$ cat config.mk
export PLATFORM = sky130hd
export DESIGN_NAME = regfile_param
export DESIGN_NICKNAME = d
export VERILOG_FILES = /design/src/rtl/regfile_param.sv
export SDC_FILE = /design/constraint.sdc
export NUM_CORES = 1
export LEC_CHECK = 0
export ABC_AREA = 1
export CELL_PAD_IN_SITES_DETAIL_PLACEMENT = 1
export CELL_PAD_IN_SITES_GLOBAL_PLACEMENT = 1
export CORE_ASPECT_RATIO = 0.8
export CORE_MARGIN = 2
export CORE_UTILIZATION = 37
export DETAILED_ROUTE_END_ITERATION = 16
export PLACE_DENSITY_LB_ADDON = 0.1
export REMOVE_ABC_BUFFERS = 1
export SLEW_MARGIN = 25
export SYNTH_ARGS = -nofsm -noshare
export SYNTH_HDL_FRONTEND = slang
export SYNTH_SLANG_ARGS = --single-unit
$ cat constraint.sdc
create_clock -name clk -period 1.1 [get_ports clk]
set_input_delay 0.275 -clock clk [delete_from_list [all_inputs] [get_ports clk]]
set_output_delay 0.275 -clock clk [all_outputs]
set_load 0.005 [all_outputs]
$ cat src/rtl/regfile_param.sv
// rtl/regfile_param.sv - parametrised register file, one write port, two registered read ports
// Optional write-to-read bypass, optional hardwired zero register, synchronous bulk clear.
module regfile_param #(
  parameter int WIDTH    = 4,
  parameter int DEPTH    = 4,
  parameter int AW       = $clog2(DEPTH),
  parameter int BYPASS   = 1,
  parameter int ZERO_REG = 0
) (
  input  logic             clk,
  input  logic             rst,
  input  logic             w_enable,
  input  logic [AW-1:0]    wa_reg,
  input  logic [WIDTH-1:0] wd_reg,
  input  logic             r_enable,
  input  logic [AW-1:0]    ra_reg1,
  input  logic [AW-1:0]    ra_reg2,
  input  logic             clr,
  output logic [WIDTH-1:0] rd_reg1,
  output logic [WIDTH-1:0] rd_reg2,
  output logic             rd_valid,
  output logic             w_err
);

  localparam logic [AW:0] DEPTH_L = (AW+1)'(DEPTH);

  logic [WIDTH-1:0] mem [DEPTH];
  logic             w_legal;
  logic             w_drop;
  logic [WIDTH-1:0] rdata1;
  logic [WIDTH-1:0] rdata2;

  // An address is usable when it exists and is not the hardwired zero register.
  function automatic logic addr_ok(input logic [AW-1:0] a);
    return ({1'b0, a} < DEPTH_L) && !((ZERO_REG != 0) && (a == '0));
  endfunction

  always_comb begin
    w_legal = w_enable && !clr && addr_ok(wa_reg);
    w_drop  = w_enable && !clr && !addr_ok(wa_reg);
    rdata1  = '0;
    rdata2  = '0;
    for (int i = 0; i < DEPTH; i++) begin
      if (ra_reg1 == AW'(i)) rdata1 = mem[i];
      if (ra_reg2 == AW'(i)) rdata2 = mem[i];
    end
    if ((BYPASS != 0) && w_legal && (wa_reg == ra_reg1)) rdata1 = wd_reg;
    if ((BYPASS != 0) && w_legal && (wa_reg == ra_reg2)) rdata2 = wd_reg;
    // Clear, out-of-range and zero-register reads override everything, bypass included.
    if (clr || !addr_ok(ra_reg1)) rdata1 = '0;
    if (clr || !addr_ok(ra_reg2)) rdata2 = '0;
  end

  always_ff @(posedge clk or negedge rst) begin
    if (!rst) begin
      for (int i = 0; i < DEPTH; i++) mem[i] <= '0;
      rd_reg1  <= '0;
      rd_reg2  <= '0;
      rd_valid <= 1'b0;
      w_err    <= 1'b0;
    end else begin
      if (clr) begin
        for (int i = 0; i < DEPTH; i++) mem[i] <= '0;
      end else if (w_legal) begin
        for (int i = 0; i < DEPTH; i++) begin
          if (wa_reg == AW'(i)) mem[i] <= wd_reg;
        end
      end
      if (r_enable) begin
        rd_reg1 <= rdata1;
        rd_reg2 <= rdata2;
      end
      rd_valid <= r_enable;
      w_err    <= w_drop;
    end
  end

endmodule

==> impl_metrics.tcl <==
set metrics [dict create \
    start_util 0.390 \
    grt_pass1_vias 1613 \
    diodes 0 \
    crit_family "flip-flops" \
    synth_edf_count 0 \
    drtIter0Drc 61 \
    arrival_ns 0.79 \
    drt-wirelength-per-cell_um 14.3 \
    firstDrtPassIters 4 \
    ys_top_cells_by_area "dfrtp_1 42%, nand2_1 21%, o21ai_0 11%" \
    setup_viol 0 \
    rsz0062_at_grt "yes" \
    cp.required_ns 0.82 \
    yosysSeqAreaShare 0.416 \
    hold_buffers 0 \
    cts.htree.levels 1 \
    startpoint "rd_reg1[0]" \
    syn_area_mm2 0.00150 \
    die_h_um 61 \
    ioPinCount 25 \
    routed_wl_um 4640 \
    r2r-start "mem[12]" \
    ys_ff_latch 25 \
    nets 285 \
    cts_tree "yes" \
    r2r_end "rd_reg1[0]" \
    synth_common_cells "84 x nand2_1, 34 x o21ai_0, 32 x inv_1" \
    grt_max_degree 26 \
    io_buffers 23 \
    fin_crit_ns 1.06 \
    syn-mean-instance-area_um2 6.92 \
    die-area_mm2 0.00459 \
    cp-start-kind "register" \
    clk_latency_ns 0.27 \
    min_path_type "input pin to register" \
    synth_warnings 0 \
    worstSetupPathType "register to output port" \
    clkPwrFrac 0.257 \
    drv_cap 0 \
    cts.reportedPaths.clkPinSlew_ns 0.09 \
    overflow 0 \
    fmax_ghz 0.939 \
    area_delta_synth_final_pct 37.1 \
    p_sw_mw 0.682 \
    cp_max_fo 2 \
    yosysMostFrequentCell "nand2_1" \
    seq_power_share 0.484 \
    die_x_um 75.3 \
    min_period_over_period 0.968 \
    worstPathCellList "buf_2" \
    final.setup_skew_ns 0.00843 \
    crit_cells 1 \
    root_buffer "clkbuf_8" \
    track_usage 0.227 \
    setup.worst_path.end "rd_reg1[0]" \
    gp_congestion 0.817 \
    final_max_slew_viol_count 0 \
    holdPathStages 1 \
    internal-power_mw 1.49 \
    nFillCells 550 \
    antenna_found_initial 0 \
    netlist_instances 217 \
    ys_async_sr_fraction 1.00 \
    num_rows 20 \
    synth.top_cell.area_share 0.416 \
    synth_top_area_cell "dfrtp_1" \
    grt_pass1_wl_um 7710 \
    cp_slowest_cell "dfrtp_1" \
    end_kind "output port" \
    core_area_mm2 0.00385 \
    cts_sinks 25 \
    via_per_inst 4.75 \
    drive_gt1_frac 0.290 \
    antenna_left 0 \
    placed_cell_area_mm2 0.00196 \
    vias 1539 \
    worst-path-buf-inv 1 \
    cpPeakStageDelay_ns 0.39 \
    switching_share 0.315 \
    leakagePower_nw 1.11 \
    clockBufferDepth 2 \
    combPwrFrac 0.259 \
    run_status "complete, no violations" \
    finalCoreUtilization 0.534 \
    ir_drop_v 0.000546 \
    final_cell_area_mm2 0.00206 \
    cts_buffers 3 \
    hold_viol_final 0 \
    reg2reg_depth 6 \
    cellPowerDensity_mw_per_mm2 1050 \
    ys_types 18 \
    drc 0 \
    hpwl_um 3670 \
    synth_ff_type "dfrtp_1" \
    worst-r2r-setup-slack_ns 0.04 \
]
[cell usage in the layout (no fill, tap or decap)]
cell / count
clkdlybuf4s15_1: 1
inv_4: 3
nor2_4: 2
nand2_2: 9
inv_1: 27
dlygate4sd2_1: 4
buf_4: 27
inv_2: 5
clkbuf_8: 3
nand3_1: 6
nand3_4: 1
nand3_2: 3
buf_2: 9
buf_12: 1
clkbuf_2: 4
o31ai_4: 4
dlymetal6s2s_1: 2
nand4_1: 4
nor2_2: 5
o21ai_1: 11
clkdlybuf4s50_1: 3
clkinv_2: 2
nand2_1: 75
nor2_1: 9
conb_1: 1
o21ai_0: 23
dfrtp_1: 25
[kinds of logic (layout without fill, tap and decap cells)]
kind of cell,Yosys count,count (layout),synth area share
compound gates,38,38,0.164
buf+inv,39,91,0.101
flops,25,25,0.416
other cells,1,1,0.00250
simple gates,114,114,0.316
[how the worst min path moves through the flow]
| stage | slack, ns | endpoint | startpoint |
|---|---|---|---|
| floorplan | -0.02 | mem[0] | rst |
| detailed placement | 0.46 | rd_reg2[3] | rd_reg2[3] |
| global placement | 0.46 | rd_reg2[0] | rd_reg2[0] |
| finish | 0.29 | rd_valid | r_enable |
| CTS | 0.28 | rd_valid | r_enable |
| global route | 0.28 | rd_valid | r_enable |
[metrics by stage]
stage                     std cells  hold WS [ns]  power, mW  worst slack (ns)  setup TNS [ns]
final                           324         0.289       2.17            0.0351               0
after global routing            324         0.284       2.30           -0.0251         -0.0889
after CTS                       323         0.284       2.16           0.00886               0
after detailed placement        314         0.464       1.61            -0.562          -12.40
after global placement          314         0.463       1.59            -0.532          -11.50
after floorplan                 214       -0.0206       1.29            0.0408               0
[metal layers]
layer | GRT usage | vias to the layer above | routed length [um]
met1 | 0.328 | 728 | 2390
met5 | 0 | - | 0
met2 | 0.371 | 26 | 2070
li1 | - | 779 | -
met4 | 0.0276 | 0 | 52
met3 | 0.0399 | 6 | 128
[area by class of cell]
class	count	area, um^2	share of cell area
Clock buffer	3	41.3	0.0200
Clock inverter	1	5.00	0.00243
Inverter	36	144	0.0699
Multi-Input combinational cell	153	787	0.382
Sequential cell	25	626	0.304
Tap cell	55	68.8	0.0334
Timing Repair Buffer	51	388	0.188
[sequential cells by signal, indices dropped and copies added, names as in the netlist]
register	flops
mem	16
rd_reg1	4
rd_reg2	4
rd_valid	1
[what timing repair did]
action                                  in CTS  in global routing
endpoints found under the setup margin      33                 20
setup buffers                                5                  1
pin swaps                                    6                 12
gates resized for setup                     61                 34
[power by group through the flow]
stage	combinational (mW)	sequential (mW)	clock (mW)
floorplan	0.240	1.05	0
CTS	0.542	1.05	0.571
global route	0.636	1.06	0.610
detailed placement	0.540	1.07	0
global placement	0.526	1.06	0
finish	0.560	1.05	0.558
Power figures use the tool's default switching activity.
